`src/rtl/lmmi_cfg_pkg.sv`:
```
// Shared constants for the LMMI configuration-port arbiter: FSM state encodings
// and the default LMMI bus widths used by LIFCL hard IP.
package lmmi_cfg_pkg;

  localparam int LMMI_OFFSET_W = 7;
  localparam int LMMI_DATA_W   = 8;

  typedef logic [1:0] state_t;

  localparam logic [1:0] ST_IDLE    = 2'd0;
  localparam logic [1:0] ST_ISSUE   = 2'd1;
  localparam logic [1:0] ST_WAIT_RD = 2'd2;
  localparam logic [1:0] ST_DONE    = 2'd3;

endpackage

```
`src/rtl/lmmi_cfg_arbiter_rr.sv`:
```
// Combinational round-robin picker: the first set request strictly after ptr
// (wrapping) wins, so the last winner gets lowest priority next time.
module rr_arbiter
  import lmmi_cfg_pkg::*;
#(
  parameter int N = 4,
  localparam int IW = $clog2(N)
) (
  input  logic [N-1:0]  req,
  input  logic [IW-1:0] ptr,
  output logic [N-1:0]  grant,
  output logic [IW-1:0] grant_idx,
  output logic          any
);

  always_comb begin
    grant     = '0;
    grant_idx = '0;
    any       = 1'b0;
    for (int i = 1; i <= N; i++) begin
      if (!any && req[(int'(ptr) + i) % N]) begin
        any                          = 1'b1;
        grant[(int'(ptr) + i) % N]   = 1'b1;
        grant_idx                    = IW'((int'(ptr) + i) % N);
      end
    end
  end

endmodule

```
`src/rtl/lmmi_cfg_arbiter.sv`:
```
// Shares one LMMI config port among N_REQ fabric requesters: round-robin grant,
// one transaction in flight, per-transaction timeout so a hung IP cannot lock the port.
module lmmi_cfg_arbiter
  import lmmi_cfg_pkg::*;
#(
  parameter int N_REQ       = 4,
  parameter int OFFSET_W    = LMMI_OFFSET_W,
  parameter int DATA_W      = LMMI_DATA_W,
  parameter int TIMEOUT_CYC = 255
) (
  input  logic                         lmmi_clk,
  input  logic                         lmmi_resetn,
  input  logic [N_REQ-1:0]             req_valid,
  input  logic [N_REQ-1:0]             req_wr_rdn,
  input  logic [N_REQ*OFFSET_W-1:0]    req_offset,
  input  logic [N_REQ*DATA_W-1:0]      req_wdata,
  output logic [N_REQ-1:0]             req_ack,
  output logic [DATA_W-1:0]            rsp_rdata,
  output logic                         rsp_err,
  output logic                         lmmi_request,
  output logic                         lmmi_wr_rdn,
  output logic [OFFSET_W-1:0]          lmmi_offset,
  output logic [DATA_W-1:0]            lmmi_wdata,
  input  logic                         lmmi_ready,
  input  logic                         lmmi_rdata_valid,
  input  logic [DATA_W-1:0]            lmmi_rdata
);

  localparam int IW = $clog2(N_REQ);
  localparam int TW = (TIMEOUT_CYC > 0) ? $clog2(TIMEOUT_CYC + 1) : 1;

  state_t                state;
  logic [IW-1:0]         ptr;
  logic [N_REQ-1:0]      gnt_oh;
  logic [N_REQ-1:0]      arb_gnt;
  logic [IW-1:0]         arb_idx;
  logic                  arb_any;
  logic                  cmd_wr;
  logic [OFFSET_W-1:0]   cmd_offset;
  logic [DATA_W-1:0]     cmd_wdata;
  logic [TW-1:0]         timer;
  logic                  timeout_hit;

  rr_arbiter #(.N(N_REQ)) u_rr (
    .req       (req_valid),
    .ptr       (ptr),
    .grant     (arb_gnt),
    .grant_idx (arb_idx),
    .any       (arb_any)
  );

  // >= rather than == so a read that moved to WAIT_RD on its last allowed cycle still aborts.
  assign timeout_hit = (TIMEOUT_CYC != 0) && (timer >= TW'(TIMEOUT_CYC - 1));

  always_ff @(posedge lmmi_clk or negedge lmmi_resetn) begin
    if (!lmmi_resetn) begin
      state      <= ST_IDLE;
      ptr        <= IW'(N_REQ - 1);
      gnt_oh     <= '0;
      cmd_wr     <= 1'b0;
      cmd_offset <= '0;
      cmd_wdata  <= '0;
      timer      <= '0;
      rsp_rdata  <= '0;
      rsp_err    <= 1'b0;
    end else begin
      case (state)
        ST_IDLE: begin
          if (arb_any) begin
            ptr        <= arb_idx;
            gnt_oh     <= arb_gnt;
            cmd_wr     <= req_wr_rdn[arb_idx];
            cmd_offset <= req_offset[arb_idx*OFFSET_W +: OFFSET_W];
            cmd_wdata  <= req_wdata[arb_idx*DATA_W +: DATA_W];
            timer      <= '0;
            state      <= ST_ISSUE;
          end
        end
        ST_ISSUE: begin
          if (timer != {TW{1'b1}}) timer <= timer + 1'b1;
          if (lmmi_ready) begin
            if (cmd_wr) begin
              rsp_rdata <= '0;
              rsp_err   <= 1'b0;
              state     <= ST_DONE;
            end else if (lmmi_rdata_valid) begin
              rsp_rdata <= lmmi_rdata;
              rsp_err   <= 1'b0;
              state     <= ST_DONE;
            end else begin
              state <= ST_WAIT_RD;
            end
          end else if (timeout_hit) begin
            rsp_rdata <= '0;
            rsp_err   <= 1'b1;
            state     <= ST_DONE;
          end
        end
        ST_WAIT_RD: begin
          if (timer != {TW{1'b1}}) timer <= timer + 1'b1;
          if (lmmi_rdata_valid) begin
            rsp_rdata <= lmmi_rdata;
            rsp_err   <= 1'b0;
            state     <= ST_DONE;
          end else if (timeout_hit) begin
            rsp_rdata <= '0;
            rsp_err   <= 1'b1;
            state     <= ST_DONE;
          end
        end
        ST_DONE:  state <= ST_IDLE;
        default:  state <= ST_IDLE;
      endcase
    end
  end

  assign lmmi_request = (state == ST_ISSUE);
  assign lmmi_wr_rdn  = cmd_wr;
  assign lmmi_offset  = cmd_offset;
  assign lmmi_wdata   = cmd_wdata;
  assign req_ack      = (state == ST_DONE) ? gnt_oh : '0;

endmodule
```
`config.mk`:
```
export PLATFORM = sky130hd
export DESIGN_NAME = lmmi_cfg_arbiter
export DESIGN_NICKNAME = d
export VERILOG_FILES = /design/src/rtl/lmmi_cfg_pkg.sv /design/src/rtl/lmmi_cfg_arbiter_rr.sv /design/src/rtl/lmmi_cfg_arbiter.sv
export SDC_FILE = /design/constraint.sdc
export NUM_CORES = 1
export LEC_CHECK = 0
export ABC_AREA = 1
export CORE_UTILIZATION = 42
export CTS_BUF_LIST = sky130_fd_sc_hd__clkbuf_2 sky130_fd_sc_hd__clkbuf_4 sky130_fd_sc_hd__clkbuf_8
export DETAILED_ROUTE_END_ITERATION = 7
export PLACE_DENSITY = 0.79
export SLEW_MARGIN = 20
export SYNTH_ARGS = -nofsm -noshare
export SYNTH_HDL_FRONTEND = slang
export SYNTH_HIERARCHICAL = 1
export SYNTH_SLANG_ARGS = --single-unit
```
`constraint.sdc`:
```
create_clock -name lmmi_clk -period 2.8 [get_ports lmmi_clk]
set_clock_uncertainty 0.15 [all_clocks]
set_input_delay 0.42 -clock lmmi_clk [delete_from_list [all_inputs] [get_ports lmmi_clk]]
set_output_delay 0.42 -clock lmmi_clk [all_outputs]
set_load 0.02 [all_outputs]
```
==> flow_summary.ini <==
[synth]
synth_warnings = 6
syn_area_um2 = 3010
async_reset_ff_share_pct = 100
yosysUniqueCellTypes = 36
yosysMostFrequentCell = nor2_1
synth_area_leaders = dfrtp_1 32%, nor2_1 12%, nand2_1 11%
synth_edf_count = 0
synth_top_area_cell = dfrtp_1
synth_fp_nets = 522
syn_inst = 426
synth_top_area_share_pct = 32.5
ys.flop_type = dfrtp_1
yosysSeqAreaShare_pct = 34.2
synth-seq-cells = 41
synth.avg_cell_area_um2 = 7.05
synth.top_cells.by_count = 93 x nor2_1, 86 x nand2_1, 39 x dfrtp_1, 35 x nand3_1, 33 x o21ai_0

[floorplanning]
rows = 30
fp.dieH_um = 86.6
start_util_pct = 43.8
die_area_um2 = 7500
die_w_um = 86.6
fp.coreArea_um2 = 6870
io_pins = 110

[timing]
min_period_ns = 2.61
max_freq_mhz = 383
hold_violations = 0
whs_ns = 0.0933
setup_viol = 0
final.setup.tns_ns = 0
post-route-period-util_pct = 93.3
worstMarginPinSlew_ns = 0.914
slew_headroom_pct = 39.0
fin_ws_ns = 0.187
slew_violations = 0
rsz0062_at_grt = no

[clock_network]
post_cts_buffers = 0
path_clk_slew_ns = 0.09
cts_buffers = 5
root_buffer = clkbuf_8
tritoncts = built
clockBufferDepth = 2
clock_sinks = 41
cts_htree_levels = 2
clock_latency_ns = 0.30

[finish]
syn2layout_area_growth_pct = 45.7
utilization_pct = 63.8
drive_gt1_share_pct = 10.7
layout.nets = 635
fillCellCount = 588
diodes = 0
final_cells = 636

[placed_design]
gp_congestion = 0.929
io_buffers = 109
dp.cells = 628
place_ws_ns = 0.0813
dp.final_hpwl_um = 6280

[pwr]
switchingPower_uw = 2810
p_per_area_nw_per_um2 = 1270
p_seq_share_pct = 18.2
p_sw_share_pct = 50.7
ir_drop_mv = 0.828
pwr-share-comb_pct = 73.0
p_leak_uw = 0.00200
clock_power_share_pct = 8.9
p_int_uw = 2730

[route]
dr.pass1.iters = 4
drtIter0Drc = 146
drcViolationCount = 0
vias = 3222
drt_wl_total_um = 8220
routed_via_density = 5.07
detail_route.wl_per_cell_um = 12.9
ant_nets = 0

[worst_setup_path]
cp_max_fo = 16
required_ns = 2.86
rrSetupSlack_ns = 0.19
critPathLaunchType = flop
end_kind = flop
crit_type = flop to flop
worst_ep_arrival_time_ns = 2.67

[global_routing]
grt_pass1_vias = 3075
grt_usage_pct = 22.5
antenna_found_initial = 0
grt-ovfl-total = 0
grt_first_pass_wirelength_um = 13400
grt_max_degree = 42

[job]
max-cap-violations = 0

[worst_hold_path]
hold_class = input port to asynchronous set/reset pin

[status]
status = finished, final reports clean
==> registers in the layout, summed over array words and instances, names as in the netlist <==
| name | cells |
|---|---|
| state | 2 |
| gnt_oh | 4 |
| lmmi_offset | 7 |
| rsp_err | 1 |
| timer | 8 |
| lmmi_wdata | 8 |
| ptr | 2 |
| lmmi_wr_rdn | 1 |
| rsp_rdata | 8 |
==> final cells by class <==
class	instances	area [um^2]	area share (%)
clock buffer	5	68.8	1.57
clock inverter	3	46.3	1.06
inverter	33	131	3.00
multi-input combinational	335	1770	40.3
sequential	41	1030	23.5
tap	96	120	2.74
timing repair buffer	123	1220	27.8
==> power groups by stage <==
stage | Combinational, uW | Clock, uW | Sequential, uW
2_1_floorplan | 2630 | 0 | 1180
3_3_place_gp | 3780 | 0 | 1010
3_5_place_dp | 3910 | 0 | 1010
4_1_cts | 3910 | 503 | 1000
5_1_grt | 4510 | 516 | 1030
6_report | 4050 | 492 | 1010
==> per-layer routing <==
metal	wire [um]	share of wire [%]	track usage, %	vias up
met3	533	6.5	5.71	4
met4	51	0.62	6.52	0
li1	-	-	-	1619
met5	0	0	0	-
met1	3330	40	25.9	1483
met2	4310	52	41.2	116
==> cells in the final DEF, fill, tap and decap left out, drive strengths merged, types with 2 or more instances in the layout <==
cell type,count
clkdlybuf4s50,108
nor2,98
nand2,96
o21ai,40
dfrtp,39
nand3,38
inv,33
a31oi,16
ha,16
buf,15
a21oi,10
nand4,7
clkbuf,5
a21boi,5
nor3,4
dfstp,2
==> through the flow <==
step	instance area [um^2]	power [uW]
after floorplan	3010	3810
after global placement	4230	4790
after detailed placement	4230	4920
after CTS	4340	5420
after global routing	4380	6060
final	4380	5540
==> kinds of logic (layout without fill, tap and decap cells) <==
family | after synthesis | in the layout | share of synthesized area (%)
flops | 41 | 41 | 34.2
buf+inv | 50 | 164 | 7.95
simple gates | 244 | 244 | 36.6
fa+ha+maj | 16 | 16 | 6.66
compound gates | 73 | 73 | 14.0
xor+xnor | 2 | 2 | 0.583
==> path summary, 6_finish.rpt <==
check	from	end	cells past startpoint
setup / recovery	ptr[0]	lmmi_offset[6]	13
hold / removal	lmmi_resetn	timer[2]	1
setup reg to reg	ptr[0]	lmmi_offset[6]	13
hold reg to reg	gnt_oh[0]	gnt_oh[0]	2
max in group asynchronous	lmmi_resetn	timer[1]	1
min in group lmmi_clk	gnt_oh[0]	gnt_oh[0]	2
==> worst max-delay path, cell delays in order (launching register included) <==
cell and delay [ns]:
dfstp_2 0.59, inv_8 0.07, ha_4 0.29, inv_2 0.06, nand3_4 0.11, nand2_4 0.08, nor2_4 0.15, nand3_1 0.13
a21oi_4 0.26, buf_8 0.19, nor2_1 0.05, nor2_1 0.07, o21ai_0 0.08, a31oi_1 0.22
==> timing repair <==
item                                    in CTS  in global routing
endpoints found under the setup margin       0                 16
hold buffers                                 0                  0
gates resized for setup                      0                  8
No activity file was read; power rests on OpenSTA's default activity.
